[src/rtl/osp_cmd_pkg.sv]
`default_nettype none
// ============================================================================
// Module   : osp_cmd_pkg
// Purpose  : Shared types and constants for the OSP command queue slice.
//            - osp_cmd_t       : 16-bit OSP command word
//            - issue_state_e   : issue FSM states (IDLE, WAIT)
//            - c_mcu_cmd_rst   : reset value of the issued-command register
// Revision : 1.0 - initial release
// ============================================================================
package osp_cmd_pkg;

  typedef logic [15:0] osp_cmd_t;

  typedef enum logic [0:0] {
    ST_IDLE = 1'b0,
    ST_WAIT = 1'b1
  } issue_state_e;

  localparam osp_cmd_t c_mcu_cmd_rst = 16'h0000;

endpackage
`default_nettype wire

[src/rtl/osp_cmd_queue_if.sv]
`default_nettype none
// ============================================================================
// Module   : osp_cmd_queue_if
// Purpose  : Bus-side bundle of the OSP command queue.
//   master : drives wr_en, wr_data, flush, hold, ovf_clr;
//            observes mcu_cmd, mcu_cmd_write, full, empty, level, overflow
//   slave  : the queue itself (mirror directions)
// Revision : 1.0 - initial release
// ============================================================================
interface osp_cmd_queue_if
  import osp_cmd_pkg::*;
#(
  parameter int DEPTH = 8
);
  localparam int LW = $clog2(DEPTH) + 1;

  logic          wr_en;
  osp_cmd_t      wr_data;
  logic          flush;
  logic          hold;
  logic          ovf_clr;
  osp_cmd_t      mcu_cmd;
  logic          mcu_cmd_write;
  logic          full;
  logic          empty;
  logic [LW-1:0] level;
  logic          overflow;

  modport master (
    output wr_en, wr_data, flush, hold, ovf_clr,
    input  mcu_cmd, mcu_cmd_write, full, empty, level, overflow
  );

  modport slave (
    input  wr_en, wr_data, flush, hold, ovf_clr,
    output mcu_cmd, mcu_cmd_write, full, empty, level, overflow
  );

endinterface
`default_nettype wire

[src/rtl/osp_sync_fifo.sv]
`default_nettype none
// ============================================================================
// Module   : osp_sync_fifo
// Purpose  : Generic synchronous FIFO with flush, for OSP buffers.
//   clk, reset_n     : clock, synchronous active-low reset
//   push_i, data_i   : write request / data (accepted when not full or
//                      when a pop happens in the same cycle)
//   pop_i            : read request (ignored when empty)
//   flush_i          : discard all entries; blocks push and pop that cycle
//   data_o           : head entry
//   level_o, full_o, empty_o : registered occupancy status
// Revision : 1.0 - initial release
// ============================================================================
module osp_sync_fifo #(
  parameter int WIDTH = 16,
  parameter int DEPTH = 8
) (
  input  logic                   clk,
  input  logic                   reset_n,
  input  logic                   push_i,
  input  logic [WIDTH-1:0]       data_i,
  input  logic                   pop_i,
  input  logic                   flush_i,
  output logic [WIDTH-1:0]       data_o,
  output logic [$clog2(DEPTH):0] level_o,
  output logic                   full_o,
  output logic                   empty_o
);
  localparam int AW = $clog2(DEPTH);
  localparam logic [AW-1:0] PTR_ONE  = AW'(1);
  localparam logic [AW:0]   LVL_ONE  = (AW + 1)'(1);
  // DEPTH is a power of two, so a full FIFO has only the top level bit set.
  localparam logic [AW:0]   LVL_FULL = {1'b1, {AW{1'b0}}};

  logic [WIDTH-1:0] mem_q [DEPTH];
  logic [AW-1:0]    wr_ptr_q;
  logic [AW-1:0]    rd_ptr_q;
  logic [AW:0]      level_q;
  logic [AW:0]      level_d;
  logic             full_q;
  logic             empty_q;
  logic             do_push;
  logic             do_pop;

  assign do_pop  = pop_i && !empty_q && !flush_i;
  assign do_push = push_i && !flush_i && (!full_q || do_pop);

  // Occupancy is tracked by its own counter; pointers alone cannot
  // distinguish full from empty.
  always_comb begin
    level_d = level_q;
    if (do_push && !do_pop) begin
      level_d = level_q + LVL_ONE;
    end else if (!do_push && do_pop) begin
      level_d = level_q - LVL_ONE;
    end
  end

  always_ff @(posedge clk) begin
    if (!reset_n || flush_i) begin
      wr_ptr_q <= '0;
      rd_ptr_q <= '0;
      level_q  <= '0;
      full_q   <= 1'b0;
      empty_q  <= 1'b1;
    end else begin
      if (do_push) wr_ptr_q <= wr_ptr_q + PTR_ONE;
      if (do_pop)  rd_ptr_q <= rd_ptr_q + PTR_ONE;
      level_q <= level_d;
      full_q  <= (level_d == LVL_FULL);
      empty_q <= (level_d == '0);
    end
  end

  // Storage needs no reset: entries are only visible through level/empty.
  always_ff @(posedge clk) begin
    if (do_push) mem_q[wr_ptr_q] <= data_i;
  end

  assign data_o  = mem_q[rd_ptr_q];
  assign level_o = level_q;
  assign full_o  = full_q;
  assign empty_o = empty_q;

endmodule
`default_nettype wire

[src/rtl/osp_cmd_queue.sv]
`default_nettype none
// ============================================================================
// Module   : osp_cmd_queue
// Purpose  : Buffers OSP commands written at bus rate and replays them to
//            osp_cmd_gen as mcu_cmd with a one-cycle mcu_cmd_write strobe,
//            spacing strobes by at least GAP cycles.
//   clk, reset_n : clock, synchronous active-low reset
//   bus (slave)  : wr_en/wr_data push commands; flush empties the queue;
//                  hold suspends new issues; ovf_clr clears sticky overflow;
//                  mcu_cmd/mcu_cmd_write issue; full/empty/level/overflow
// Build option : OSP_CMD_QUEUE_HOLD_EN - when defined, hold gates pops;
//                when undefined, hold is ignored.
// Revision : 1.0 - initial release
// ============================================================================
module osp_cmd_queue
  import osp_cmd_pkg::*;
#(
  parameter int DEPTH = 8,
  parameter int GAP   = 4
) (
  input  logic            clk,
  input  logic            reset_n,
  osp_cmd_queue_if.slave  bus
);
  localparam int LW = $clog2(DEPTH) + 1;
  localparam int GW = $clog2(GAP);
  localparam logic [GW-1:0] GAP_LOAD = GW'(GAP - 1);
  localparam logic [GW-1:0] GAP_ONE  = GW'(1);

  issue_state_e  state_q;
  logic [GW-1:0] gap_q;
  osp_cmd_t      cmd_q;
  logic          write_q;
  logic          ovf_q;

  osp_cmd_t      head_w;
  logic [LW-1:0] level_w;
  logic          full_w;
  logic          empty_w;
  logic          hold_w;
  logic          pop_w;
  logic          drop_w;

`ifdef OSP_CMD_QUEUE_HOLD_EN
  assign hold_w = bus.hold;
`else
  logic unused_hold;
  assign unused_hold = bus.hold;
  assign hold_w      = 1'b0;
`endif

  // Issue whenever spacing has elapsed; the gap counter reaching zero in
  // WAIT allows a pop in that same cycle so strobes are exactly GAP apart.
  assign pop_w  = !empty_w && !hold_w && (gap_q == '0) && !bus.flush;
  assign drop_w = bus.wr_en && !bus.flush && full_w && !pop_w;

  osp_sync_fifo #(
    .WIDTH ($bits(osp_cmd_t)),
    .DEPTH (DEPTH)
  ) u_fifo (
    .clk     (clk),
    .reset_n (reset_n),
    .push_i  (bus.wr_en),
    .data_i  (bus.wr_data),
    .pop_i   (pop_w),
    .flush_i (bus.flush),
    .data_o  (head_w),
    .level_o (level_w),
    .full_o  (full_w),
    .empty_o (empty_w)
  );

  always_ff @(posedge clk) begin
    if (!reset_n) begin
      state_q <= ST_IDLE;
      gap_q   <= '0;
      cmd_q   <= c_mcu_cmd_rst;
      write_q <= 1'b0;
      ovf_q   <= 1'b0;
    end else begin
      write_q <= pop_w;
      if (pop_w) cmd_q <= head_w;

      // A drop in the same cycle as a clear leaves the flag set.
      if (drop_w) begin
        ovf_q <= 1'b1;
      end else if (bus.ovf_clr) begin
        ovf_q <= 1'b0;
      end

      if (bus.flush) begin
        state_q <= ST_IDLE;
        gap_q   <= '0;
      end else if (pop_w) begin
        state_q <= ST_WAIT;
        gap_q   <= GAP_LOAD;
      end else if (state_q == ST_WAIT) begin
        if (gap_q == '0) begin
          state_q <= ST_IDLE;
        end else begin
          gap_q <= gap_q - GAP_ONE;
        end
      end
    end
  end

  assign bus.mcu_cmd       = cmd_q;
  assign bus.mcu_cmd_write = write_q;
  assign bus.level         = level_w;
  assign bus.full          = full_w;
  assign bus.empty         = empty_w;
  assign bus.overflow      = ovf_q;

endmodule
`default_nettype wire

[src/flat_wrapper.sv]
// flat-port wrapper written by rule: the top's interface ports become plain ports
module osp_cmd_queue_flat import osp_cmd_pkg::*;
#(
  parameter int DEPTH = 8,
  parameter int GAP   = 4
)
  (clk, reset_n, bus_wr_en, bus_wr_data, bus_flush, bus_hold, bus_ovf_clr, bus_mcu_cmd, bus_mcu_cmd_write, bus_full, bus_empty, bus_level, bus_overflow);
  osp_cmd_queue_if #(.DEPTH(DEPTH)) bus_i ();
  input  logic clk;
  input  logic reset_n;
  input wire logic [$bits(bus_i.wr_en)-1:0] bus_wr_en;
  input wire logic [$bits(bus_i.wr_data)-1:0] bus_wr_data;
  input wire logic [$bits(bus_i.flush)-1:0] bus_flush;
  input wire logic [$bits(bus_i.hold)-1:0] bus_hold;
  input wire logic [$bits(bus_i.ovf_clr)-1:0] bus_ovf_clr;
  output wire logic [$bits(bus_i.mcu_cmd)-1:0] bus_mcu_cmd;
  output wire logic [$bits(bus_i.mcu_cmd_write)-1:0] bus_mcu_cmd_write;
  output wire logic [$bits(bus_i.full)-1:0] bus_full;
  output wire logic [$bits(bus_i.empty)-1:0] bus_empty;
  output wire logic [$bits(bus_i.level)-1:0] bus_level;
  output wire logic [$bits(bus_i.overflow)-1:0] bus_overflow;
  assign bus_i.wr_en = bus_wr_en;
  assign bus_i.wr_data = bus_wr_data;
  assign bus_i.flush = bus_flush;
  assign bus_i.hold = bus_hold;
  assign bus_i.ovf_clr = bus_ovf_clr;
  assign bus_mcu_cmd = bus_i.mcu_cmd;
  assign bus_mcu_cmd_write = bus_i.mcu_cmd_write;
  assign bus_full = bus_i.full;
  assign bus_empty = bus_i.empty;
  assign bus_level = bus_i.level;
  assign bus_overflow = bus_i.overflow;
  osp_cmd_queue #(.DEPTH(DEPTH), .GAP(GAP)) u_core (.clk(clk), .reset_n(reset_n), .bus(bus_i));
endmodule
[config.mk]
export PLATFORM = sky130hd
export DESIGN_NAME = osp_cmd_queue_flat
export DESIGN_NICKNAME = d
export VERILOG_FILES = /design/src/rtl/osp_cmd_pkg.sv /design/src/rtl/osp_cmd_queue_if.sv /design/src/rtl/osp_sync_fifo.sv /design/src/rtl/osp_cmd_queue.sv /design/src/flat_wrapper.sv
export SDC_FILE = /design/constraint.sdc
export NUM_CORES = 1
export LEC_CHECK = 0
export BUFFER_PORTS_ARGS = -buffer_cell sky130_fd_sc_hd__buf_2
export CORE_ASPECT_RATIO = 0.8
export CORE_UTILIZATION = 60
export CTS_BUF_LIST = sky130_fd_sc_hd__clkbuf_8
export CTS_CLUSTER_DIAMETER = 120
export CTS_CLUSTER_SIZE = 25
export DETAILED_ROUTE_END_ITERATION = 7
export PLACE_DENSITY = 0.82
export SYNTH_ARGS = -nofsm -noshare
export SYNTH_HDL_FRONTEND = slang
export SYNTH_SLANG_ARGS = --single-unit
[constraint.sdc]
create_clock -name clk -period 4.27 [get_ports clk]
set_clock_uncertainty 0.1 [all_clocks]
set_input_delay 0.2135 -clock clk [delete_from_list [all_inputs] [get_ports clk]]
set_output_delay 0.2135 -clock clk [all_outputs]
set_load 0.05 [all_outputs]
Word level (Yosys, flattened, before mapping)
Memories as Yosys holds them, arrays and structs flattened. A register that Yosys moved wholly into a read port is not among the register bits.
Cells that the tools add are included.
W data, S select, Z words.
- bitwise gates (word level): 1
- reductions and logical operators: 26
- equal/unequal tests: 2
- $add $sub $neg: 5
- muxes and demuxes: 12
- operators with widths (kind ; count):
    $logic_and A1 B1 Y1 ; 10
    $logic_not A1 Y1 ; 8
    $mux W4 ; 2
    $mux W1 ; 7
    $add A3 B1 Y3 const B ; 2
    $mux W2 ; 3
    $add A4 B1 Y4 const B ; 1
    $eq A4 B4 Y1 const B ; 1
    $logic_not A4 Y1 ; 1
    $reduce_bool A2 Y1 ; 2
    $sub A4 B1 Y4 const B ; 1
    $logic_not A2 Y1 ; 1
    $logic_or A1 B1 Y1 ; 2
    $ne A2 B1 Y1 const B ; 1
    $reduce_and A2 Y1 ; 1
    $reduce_or A2 Y1 ; 1
    $sub A2 B1 Y2 const B ; 1
    $not A1 Y1 ; 1
- input bits: 22
- word-level logic and storage cells: 56
- memory bits (writable): 128
- memories: 1
- output and inout bits: 24
- register bits: 17
- memory list (memory ; depth ; bits a word ; rd ports ; clocked after Yosys merged registers in ; wr ports ; line ; source):
    u_core.u_fifo.mem_q ; 8 ; 16 ; 1 ; 1 ; 1 ; osp_sync_fifo.sv:35 ; logic [WIDTH-1:0] mem_q [DEPTH];

Longest topological paths before layout
Gate-level depths: netlist of the first run.
- depth in word-level cells: 12
- mapped depth: 8
- mapped depth without buffers: 7

Hierarchy
Synthesis of the first run repeated with hierarchy kept, for this count alone.
- cell total of the unflattened synthesis: 357
- area, all modules: 6356.1 um^2
- modules (own cells, without submodules) (module ; cells an instance ; sequential area each (um^2) ; instances ; area an instance (um^2)):
    osp_sync_fifo ; 267 ; 4144.0 ; 1 ; 5496.5
    osp_cmd_queue ; 90 ; 420.4 ; 1 ; 859.6

Worst setup path before layout of the first run
OpenSTA, ideal clock, no wires.
- kind: register -> register
- start point: register u_core.u_fifo.empty_q (netlist: u_core.u_fifo.empty_o)
- end point: memory u_core.u_fifo.mem_q[0][0] (enable)
- setup time: 0.409 ns
- setup slack: 1.338 ns
- clock period less this slack: 2.932 ns
- path buffers: 1
- arrival time: 2.423 ns
- cell stages (with the launch flop): 6
- cells stage by stage: dfxtp_1 nand2b_4 buf_6 a21boi_1 nand2b_1 nor3_1
- longest elaborated chain between the ends: 9
- ends and longest elaborated chain (item ; line ; source):
    start, declared ; osp_sync_fifo.sv:41 ; logic empty_q;
    start signal, assigned ; osp_sync_fifo.sv:71 ; empty_q <= (level_d == '0);
    $logic_not A1 Y1 * ; osp_sync_fifo.sv:45, osp_cmd_queue.sv:54 ;
    $logic_and A1 B1 Y1 (2 in series) ; osp_cmd_queue.sv:54 ; assign pop_w = !empty_w && !hold_w && (gap_q == '0) && !bus.flush;
    $logic_and A1 B1 Y1 * (2 in series) ; osp_sync_fifo.sv:45 ; assign do_pop = pop_i && !empty_q && !flush_i;
    $logic_or A1 B1 Y1 * ; osp_sync_fifo.sv:46 ; assign do_push = push_i && !flush_i && (!full_q || do_pop);
    $logic_and A1 B1 Y1 * ; osp_sync_fifo.sv:46 ;
    $mux W1 * ; osp_sync_fifo.sv:77 ; if (do_push) mem_q[wr_ptr_q] <= data_i;
    $mux W1 (implied by the code) * ; osp_sync_fifo.sv:77 ;
    end, declared ; osp_sync_fifo.sv:35 ;
Mark *: on every way between the ends. The rest lies on a longest branch, timed or not.

Worst setup path after layout of the first run
- start point: register u_core.gap_q[0]
- end point: memory u_core.u_fifo.mem_q[6][14] (enable)
- longest elaborated chain between the ends: 9
- ends and longest elaborated chain (item ; line ; source):
    start, declared ; osp_cmd_queue.sv:31 ; logic [GW-1:0] gap_q;
    start signal, assigned ; osp_cmd_queue.sv:101 ; gap_q <= gap_q - GAP_ONE;
    $logic_not A2 Y1 ; osp_cmd_queue.sv:54 ;
    $logic_and A1 B1 Y1 (2 in series) ; osp_cmd_queue.sv:54 ;
    $logic_and A1 B1 Y1 (2 in series) ; osp_sync_fifo.sv:45 ;
    $logic_or A1 B1 Y1 ; osp_sync_fifo.sv:46 ;
    $logic_and A1 B1 Y1 ; osp_sync_fifo.sv:46 ;
    $mux W1 ; osp_sync_fifo.sv:77 ;
    $mux W1 (implied by the code) ; osp_sync_fifo.sv:77 ;
Every way passes these cells.

==> impl_metrics.toml, run 1 <==
[timing]
worst_pin_slew_ns = 1.19
final_hold_viol_count = 0
period_needed_ns = 2.84
rsz0062_at_grt = "no"
fin_crit_sh_pct = 66.5
relSlewSlack_pct = 20.7
fin_setup_tns_ns = 0
setup_violations = 0
fmax_ghz = 0.352
report.final.slew_viol_count = 0

[die]
initial_utilization_pct = 62.9
die_area_um2 = 10700
die_x_um = 115
fp.dieH_um = 92.7
fp-row-count = 32
pin_count = 46
core_area_um2 = 9810

[worst_setup_path]
max_stage_delay_ns = 0.70
critPathMaxFanout = 9
cp_cell_sequence = "inv_1 > ha_1 > nand2b_4 > a21boi_1 > nand2b_1 > nor2_1 > buf_4"
critPathKind = "reg2reg"
r2r_start = "u_core.gap_q[0]"
critPathLaunchType = "flop"
r2r_end = "u_core.u_fifo.mem_q[6][14]"
critPathSlowestCell = "nor2_1"
cp-end-kind = "flop"
arrival_ns = 2.87
required_ns = 4.30
rrSetupSlack_ns = 1.43
r2r_cells = 7

[placed_design]
gp_congestion = 0.753
dpl.hpwl_mm = 6.97
port_buffers = 44

[min_path]
worstHoldPathCells = 3
hold-path-endpoint = "u_core.gap_q[0]"
hp-class = "in2reg"
min_from = "bus_flush"

[synth]
synth.largest_area_cell = "edfxtp_1"
yosysMostFrequentCell = "edfxtp_1"
ys_seq_area_share_pct = 73.0
ys_warn_count = 0
synth.area.top_cells = "edfxtp_1 62%, mux4_2 12%, dfxtp_1 11%, mux2i_1 3.1%, a21oi_1 1.5%"
yosysTopAreaCellShare_pct = 62.3
ys_async_sr_fraction_pct = 0
syn_avg_cell_area_um2 = 18.2
synthCells = 340
syn_nets = 367
synth_commonest_cells = "128 x edfxtp_1, 33 x dfxtp_1, 32 x mux4_2, 19 x a21oi_1, 19 x mux2i_1"
synth_edf_count = 128
netlist_area_um2 = 6170
ys_ff_latch = 161
synth_cell_types = 35
ys.flop_type = "edfxtp_1"

[finish]
nFillCells = 585
drive_above_1_share_pct = 30.1
postLayoutCoreUtil_pct = 73.6
num-nets-final = 443
area_growth_pct = 16.9
antenna_cells = 0

[grt]
grt-ovfl-total = 0
grt_max_degree = 36
grt_pass1_wl_mm = 18.3
grt_pass1_vias = 3399
grt_use_total_pct = 24.5
antenna_found_initial = 0

[power]
p_comb_share_pct = 5.0
seqPwrFrac_pct = 55.4
p_sw_share_pct = 20.8
switching_power_uw = 645
p_leak_uw = 0.00245
clockPowerShare_pct = 39.6
power_uw = 3110
p_int_uw = 2460
vdd_drop_max_uv = 331
power_density_nw_per_um2 = 430

[flow_run]
maxCapViolCount = 0

[outcome]
status = "complete, no violations"

[clocking]
htreeDepth = 4
clock_path_buffers = 2
cts_buffers = 17
path_clk_slew_ns = 0.08
insertion_delay_ns = 0.43
cts_tree = "built"
clock_sinks = 161
cts-root-buf = "clkbuf_8"

[drt]
drcViolationCount = 0
wirelength_mm = 11.7
ant_nets = 0
drt-pass1-iter-count = 4
drt_iter0_markers = 167
avgViaCountPerCell = 5.80
wl_per_cell_um = 20.7
via_count = 3276
-- critical path: cells and delay by family (launching register included) --
kind	cells	cell delay, ns
AND/OR/NAND/NOR	3	1.05
buffers and inverters	2	0.41
AO/OA/AOI/OAI	1	0.41
flip-flops	1	0.33
adder cells (fa/ha/maj)	1	0.23
-- worst max path at each step --
stage          slack [ns]                         end                  start  depth (start not counted)
2_1_floorplan        1.34   u_core.u_fifo.mem_q[0][0]  u_core.u_fifo.empty_o                          5
3_3_place_gp         1.53   u_core.u_fifo.mem_q[6][5]        u_core.gap_q[0]                          7
3_5_place_dp         1.47   u_core.u_fifo.mem_q[6][5]        u_core.gap_q[0]                          7
4_1_cts              1.40  u_core.u_fifo.mem_q[6][14]        u_core.gap_q[0]                          7
5_1_grt              1.22  u_core.u_fifo.mem_q[6][14]        u_core.gap_q[0]                          7
6_report             1.43  u_core.u_fifo.mem_q[6][14]        u_core.gap_q[0]                          7
-- layout make-up --
cell class / instances / area (um2) / area share (%)
Clock inverter: 15 / 216 / 3.00
Clock buffer: 17 / 234 / 3.24
Multi-Input combinational cell: 156 / 1590 / 22.0
Sequential cell: 161 / 4510 / 62.4
Tap cell: 136 / 170 / 2.36
Timing Repair Buffer: 73 / 480 / 6.66
Inverter: 7 / 26.3 / 0.364
-- metrics by stage --
stage,cell area (um2),worst slack (ns),cells,hold slack (ns)
after floorplan,6170,1.34,340,0.212
after global placement,6600,1.53,516,0.372
after detailed placement,6600,1.47,516,0.388
after CTS,7210,1.40,564,0.00484
after global routing,7220,1.22,565,0.113
final,7220,1.43,565,0.127
-- logic make-up after synthesis --
group / share of synthesized area [%]
and+or+nand+nor: 4.28
AOI/OAI and AO/OA: 4.24
DFF: 73.0
adders and majority gates: 1.01
xor gates and xnor gates: 1.14
muxes: 14.8
buffers and inverters: 1.62
-- flip-flops by register name, summed over array words and instances, names as in the netlist --
name and count:
u_core.u_fifo.mem_q 128, u_core.gap_q 2, u_core.bus.mcu_cmd_write 1, u_core.u_fifo.level_o 4, u_core.bus.mcu_cmd 16, u_core.u_fifo.wr_ptr_q 3, u_core.u_fifo.rd_ptr_q 3, u_core.u_fifo.full_o 1
u_core.bus.overflow 1, u_core.u_fifo.empty_o 1, u_core.state_q 1
-- power groups by stage --
stage	sequential (uW)	clock, uW	combinational [uW]
detailed placement	1760	0	145
finish	1720	1230	157
floorplan	1780	0	66.2
CTS	1720	1250	157
global placement	1750	0	139
global route	1720	1310	169
-- layout by cell type (no fill, tap or decap), types with 2 or more instances in the layout --
cell type / n
edfxtp_1: 128
buf_2: 44
mux4_2: 32
dfxtp_1: 32
mux2i_1: 19
a21oi_1: 19
o21ai_0: 17
clkbuf_8: 17
dlygate4sd3_1: 17
nor2_1: 16
buf_4: 12
inv_1: 9
nand2_1: 7
xor2_1: 6
nand2b_1: 5
ha_1: 5
bufinv_16: 5
nor2b_1: 3
nor3_2: 2
or2_2: 2
nand3b_1: 2
a211oi_1: 2
and2_1: 2
xnor2_1: 2
a32oi_1: 2
inv_6: 2
clkinvlp_4: 2
clkinv_4: 2
-- routing by layer --
metal,vias to the layer above,part of all wire (%),global-route usage [%]
met4,0,0.35,7.68
met2,108,52,39.7
met1,1673,42,32.5
met3,7,5.4,6.87
met5,-,0,0
li1,1488,-,-
-- what timing repair did --
item                      4_1_cts  5_1_grt
hold endpoints to repair      128        1
gates resized for setup         0        0
hold buffers                   16        1
buffers inserted                0        0
Note: power is estimated with default switching activity, not from simulation.
==> run 2, diff against run 1 <==
==> constraint.sdc (replaced) <==
create_clock -name clk -period 2.9 [get_ports clk]
set_clock_uncertainty 0.1 [all_clocks]
set_input_delay 0.145 -clock clk [delete_from_list [all_inputs] [get_ports clk]]
set_output_delay 0.145 -clock clk [all_outputs]
set_load 0.05 [all_outputs]
==> impl_metrics.toml, run 2 (same netlist as run 1, synthesis figures left out) <==
[power]
seqPwrFrac_pct = 58.8
p_leak_uw = 0.00245
p_sw_share_pct = 22.0
vdd_drop_max_uv = 445
p_int_uw = 3360
switching_power_uw = 946
p_comb_share_pct = 5.5
power_density_nw_per_um2 = 598
clockPowerShare_pct = 35.8

[grt]
antenna_found_initial = 0
grt_max_degree = 34
grt_pass1_wl_mm = 17.4
grt_pass1_vias = 3315
grt-ovfl-total = 0
grt_use_total_pct = 23.4

[drt]
via_count = 3271
drt_iter0_markers = 226
drt-pass1-iter-count = 4
wirelength_mm = 11.4
drcViolationCount = 0
avgViaCountPerCell = 5.73
ant_nets = 0
wl_per_cell_um = 19.9

[clocking]
cts_buffers = 17
cts-root-buf = "clkbuf_8"
insertion_delay_ns = 0.43
htreeDepth = 4
cts_resized = 0
path_clk_slew_ns = 0.08
postCtsSetupRepairBufs = 0
clock_sinks = 161
cts_hold_buf = 17
cts_tree = "built"
clock_path_buffers = 2

[worst_setup_path]
r2r_start = "u_core.gap_q[0]"
rrSetupSlack_ns = 0.54
startpoint = "u_core.gap_q[0]"
critPathKind = "reg2reg"
arrival_ns = 2.36
r2r_cells = 7
cp-end-kind = "flop"
endpoint = "u_core.u_fifo.mem_q[2][1]"
critPathMaxFanout = 16
required_ns = 2.90
critPathLaunchType = "flop"
r2r_end = "u_core.u_fifo.mem_q[2][1]"

[outcome]
status = "complete, no violations"

[timing]
final_hold_viol_count = 0
fin_crit_sh_pct = 81.4
fin_setup_tns_ns = 0
fmax_ghz = 0.424
whs_ns = 0.0509
worst_pin_slew_ns = 0.666
report.final.slew_viol_count = 0
period_needed_ns = 2.36
setup_violations = 0
finalWorstSetupSlack_ns = 0.540
relSlewSlack_pct = 55.6
rsz0062_at_grt = "no"

[finish]
antenna_cells = 0
largest_register_ffs = 128
largest_register = "u_core.u_fifo.mem_q"
area_growth_pct = 16.7
drive_above_1_share_pct = 31.5
fin_area_um2 = 7200
num-nets-final = 449
postLayoutCoreUtil_pct = 73.4
final_common_cell = "edfxtp_1"
mostFrequentLayoutCells = "128 x edfxtp_1, 44 x buf_2, 32 x mux4_2, 32 x dfxtp_1"

[die]
initial_utilization_pct = 62.9
fp.dieH_um = 92.7
die_area_um2 = 10700
fp-row-count = 32
core_area_um2 = 9810
die_x_um = 115
pin_count = 46

[placed_design]
gp_congestion = 0.727
dpl.hpwl_mm = 6.71
port_buffers = 44
placed_area_um2 = 6660
post-place-ws_ns = 0.663

[min_path]
hp-class = "in2reg"

[flow_run]
maxCapViolCount = 0
## run 2: power by group through the flow
stage,Sequential [uW],Clock (uW),Combinational (uW)
after floorplan,2630,0,97.9
after global placement,2580,0,210
after detailed placement,2580,0,217
after CTS,2530,1570,237
after global routing,2530,1660,254
final,2530,1540,235
## run 2: metal layers
metal  routed length (um)  track usage, %  vias up
met1                 4750            29.9     1667
li1                     -               -     1499
met5                    0               0        -
met2                 5910            39.5       96
met4                   76            9.42        0
met3                  642            4.71        9
## run 2: final cells by class
cell class | count | area (um2)
Tap cell | 136 | 170
Clock inverter | 15 | 143
Sequential cell | 161 | 4510
Multi-Input combinational cell | 156 | 1590
Fill cell | 593 | 2610
Inverter | 7 | 26.3
Clock buffer | 17 | 234
Timing Repair Buffer | 79 | 538
## run 2: worst min path at each step
stage                                 end            start  cells past startpoint  slack (ns)
2_1_floorplan   u_core.u_fifo.mem_q[0][0]   bus_wr_data[0]                      0        0.14
3_3_place_gp   u_core.u_fifo.mem_q[1][12]  bus_wr_data[12]                      1        0.30
3_5_place_dp   u_core.u_fifo.mem_q[2][11]  bus_wr_data[11]                      1        0.32
4_1_cts             u_core.bus.mcu_cmd[6]          reset_n                      3        0.03
5_1_grt             u_core.bus.mcu_cmd[6]          reset_n                      3        0.05
6_report            u_core.bus.mcu_cmd[3]          reset_n                      3        0.05
## run 2: worst max-delay path, stage by stage (launching register included)
cell      delay [ns]
dfxtp_1         0.32
inv_1           0.05
ha_1            0.24
nand2b_4        0.12
a21boi_1        0.43
nand2b_1        0.26
nor2_1          0.19
buf_4           0.32
## run 2: metrics by stage
stage / cells / power [uW]
final: 571 / 4310
after global routing: 571 / 4450
after CTS: 571 / 4340
after detailed placement: 522 / 2800
after global placement: 522 / 2790
after floorplan: 340 / 2720
==> run 3, diff against run 2 <==
--- a/config.mk
+++ b/config.mk
@@ -5,6 +5,7 @@
 export SDC_FILE = /design/constraint.sdc
 export NUM_CORES = 1
 export LEC_CHECK = 0
+export ABC_AREA = 1
 export BUFFER_PORTS_ARGS = -buffer_cell sky130_fd_sc_hd__buf_2
 export CORE_ASPECT_RATIO = 0.8
 export CORE_UTILIZATION = 60
@@ -12,7 +13,7 @@
 export CTS_CLUSTER_DIAMETER = 120
 export CTS_CLUSTER_SIZE = 25
 export DETAILED_ROUTE_END_ITERATION = 7
-export PLACE_DENSITY = 0.82
+export PLACE_DENSITY = 0.81
 export SYNTH_ARGS = -nofsm -noshare
 export SYNTH_HDL_FRONTEND = slang
 export SYNTH_SLANG_ARGS = --single-unit
==> constraint.sdc (replaced) <==
create_clock -name clk -period 2.3 [get_ports clk]
set_clock_uncertainty 0.1 [all_clocks]
set_input_delay 0.115 -clock clk [delete_from_list [all_inputs] [get_ports clk]]
set_output_delay 0.115 -clock clk [all_outputs]
set_load 0.05 [all_outputs]
==> impl_metrics.toml, run 3 <==
[worst_setup_path]
r2r_cells = 9
rrSetupSlack_ns = 0.31
cp_cell_sequence = "inv_1 > ha_1 > nand3_2 > nand2_1 > nand2_1 > nor2_1 > inv_1 > nor2_1 > buf_4"
cp_num_cells = 9
r2r_start = "u_core.gap_q[0]"
critPathLaunchType = "flop"
startpoint = "u_core.gap_q[0]"
endpoint = "u_core.u_fifo.mem_q[1][10]"
path_buf_inv = 3
critPathTopFamily = "simple AND/OR/NAND/NOR gates"
critPathSlowestCell = "dfxtp_1"
cp-end-kind = "flop"
critPathKind = "reg2reg"
max_stage_delay_ns = 0.31
required_ns = 2.33
critPathMaxFanout = 13
arrival_ns = 2.02
r2r_end = "u_core.u_fifo.mem_q[1][10]"

[synth]
synth.area.top_cells = "edfxtp_1 60%, dfxtp_1 10%, nor2_1 6.7%, o21ai_0 4.8%, o211ai_1 3.7%"
synth.largest_area_cell = "edfxtp_1"
netlist_area_um2 = 6410
yosysTopAreaCellShare_pct = 60.0
synth_commonest_cells = "128 x edfxtp_1, 115 x nor2_1, 61 x o21ai_0, 52 x nand2_1, 33 x dfxtp_1"
syn_nets = 576
ys_async_sr_fraction_pct = 0
ys_seq_area_share_pct = 70.3
yosysMostFrequentCell = "edfxtp_1"
synth_cell_types = 24
ys_warn_count = 0
ys_ff_latch = 161
ys.flop_type = "edfxtp_1"
synth_edf_count = 128
syn_avg_cell_area_um2 = 11.7
synthCells = 549

[clocking]
path_clk_slew_ns = 0.08
cts-root-buf = "clkbuf_8"
cts_buffers = 17
clock_sinks = 161
insertion_delay_ns = 0.44
clock_path_buffers = 2
cts_tree = "built"
postCtsSetupRepairBufs = 0
htreeDepth = 4
cts_resized = 0

[finish]
fin_area_um2 = 7440
antenna_cells = 0
num-nets-final = 653
largest_register = "u_core.u_fifo.mem_q"
postLayoutCoreUtil_pct = 72.1
final_common_cell = "edfxtp_1"
nFillCells = 700
area_growth_pct = 16.1
mostFrequentLayoutCells = "128 x edfxtp_1, 115 x nor2_1, 61 x o21ai_0, 52 x nand2_1, 44 x buf_2"
largest_register_ffs = 128
drive_above_1_share_pct = 16.7

[power]
switching_power_uw = 1210
power_density_nw_per_um2 = 774
p_comb_share_pct = 5.7
seqPwrFrac_pct = 55.5
p_int_uw = 4550
p_sw_share_pct = 21.0
clockPowerShare_pct = 38.8
p_leak_uw = 0.00271
vdd_drop_max_uv = 810

[die]
fp-row-count = 33
die_area_um2 = 11100
pin_count = 46
initial_utilization_pct = 62.1
core_area_um2 = 10300
die_x_um = 118
fp.dieH_um = 94.4

[flow_run]
maxCapViolCount = 0

[drt]
avgViaCountPerCell = 5.66
drcViolationCount = 0
met1_length_mm = 5.78
drt_iter0_markers = 538
wl_per_cell_um = 17.4
drt-pass1-iter-count = 5
wirelength_mm = 13.5
ant_nets = 0
top_layer = "met4"
wl_met2_mm = 6.50
via_count = 4413
wl_met3_um = 966

[grt]
grt-ovfl-total = 0
grt_use_total_pct = 26.3
grt_pass1_wl_mm = 21.4
grt_pass1_vias = 4330
grt_max_degree = 67
antenna_found_initial = 0

[timing]
worst_pin_slew_ns = 0.578
rsz0062_at_grt = "no"
relSlewSlack_pct = 61.3
final_hold_viol_count = 0
fmax_ghz = 0.502
period_needed_ns = 1.99
setup_violations = 0
fin_crit_sh_pct = 86.6
whs_ns = 0.0187
fin_setup_tns_ns = 0
report.final.slew_viol_count = 0

[placed_design]
placed_area_um2 = 6820
dpl.hpwl_mm = 8.10
gp_congestion = 0.812
port_buffers = 44

[min_path]
hp-class = "in2reg"

[outcome]
status = "complete, no violations"
[run 3: how the worst min path moves through the flow]
stage / endpoint / from / depth (start not counted)
4_1_cts: u_core.bus.mcu_cmd[8] / reset_n / 3
2_1_floorplan: u_core.u_fifo.mem_q[0][0] / bus_wr_data[0] / 0
6_report: u_core.bus.mcu_cmd[13] / reset_n / 3
5_1_grt: u_core.bus.mcu_cmd[13] / reset_n / 3
3_3_place_gp: u_core.bus.overflow / bus_ovf_clr / 4
3_5_place_dp: u_core.bus.overflow / bus_ovf_clr / 4
[run 3: area by class of cell]
| class | instances | area [um2] | area share, % |
|---|---|---|---|
| Inverter | 25 | 93.8 | 1.26 |
| Clock inverter | 15 | 204 | 2.74 |
| Sequential cell | 161 | 4510 | 60.6 |
| Clock buffer | 17 | 234 | 3.14 |
| Tap cell | 140 | 175 | 2.35 |
| Multi-Input combinational cell | 334 | 1600 | 21.5 |
| Timing Repair Buffer | 87 | 626 | 8.41 |
[run 3: repair_timing]
item / in CTS / in global routing
setup endpoints to repair: 0 / 0
hold buffers: 18 / 0
hold endpoints to repair: 129 / 0
[run 3: worst register-to-register path: cells and delay by family, from the launching register on]
family / cells / cell delay (ns)
DFF: 1 / 0.31
buffers and inverters: 3 / 0.45
adders and majority gates: 1 / 0.23
and+or+nand+nor: 5 / 0.59
[run 3: layer usage]
metal  up-vias  global-route usage (%)
li1       2090                       -
met1      2112                    33.3
met2       180                    42.9
met3        31                    7.00
met4         0                    12.6
met5         -                       0
[run 3: stage by stage]
stage | instances | total power (uW) | setup WS, ns
final | 779 | 5760 | 0.309
after global routing | 779 | 5930 | 0.0878
after CTS | 779 | 5790 | 0.301
after detailed placement | 729 | 3570 | 0.326
after global placement | 729 | 3550 | 0.424
after floorplan | 549 | 3460 | 0.0139
[run 3: logic make-up (layout without fill, tap and decap cells)]
group / Yosys count / in the layout / synth area share (%)
simple gates: 198 / 198 / 12.3
flops: 161 / 161 / 70.3
compound gates: 128 / 128 / 11.3
buf+inv: 54 / 144 / 4.69
fa+ha+maj: 5 / 5 / 0.976
xor+xnor: 3 / 3 / 0.410
[run 3: power by group through the flow]
stage,clock network [uW],registers (uW),logic [uW]
after CTS,2260,3190,330
after global routing,2370,3200,364
after detailed placement,0,3260,306
after floorplan,0,3310,145
final,2230,3190,330
after global placement,0,3260,293
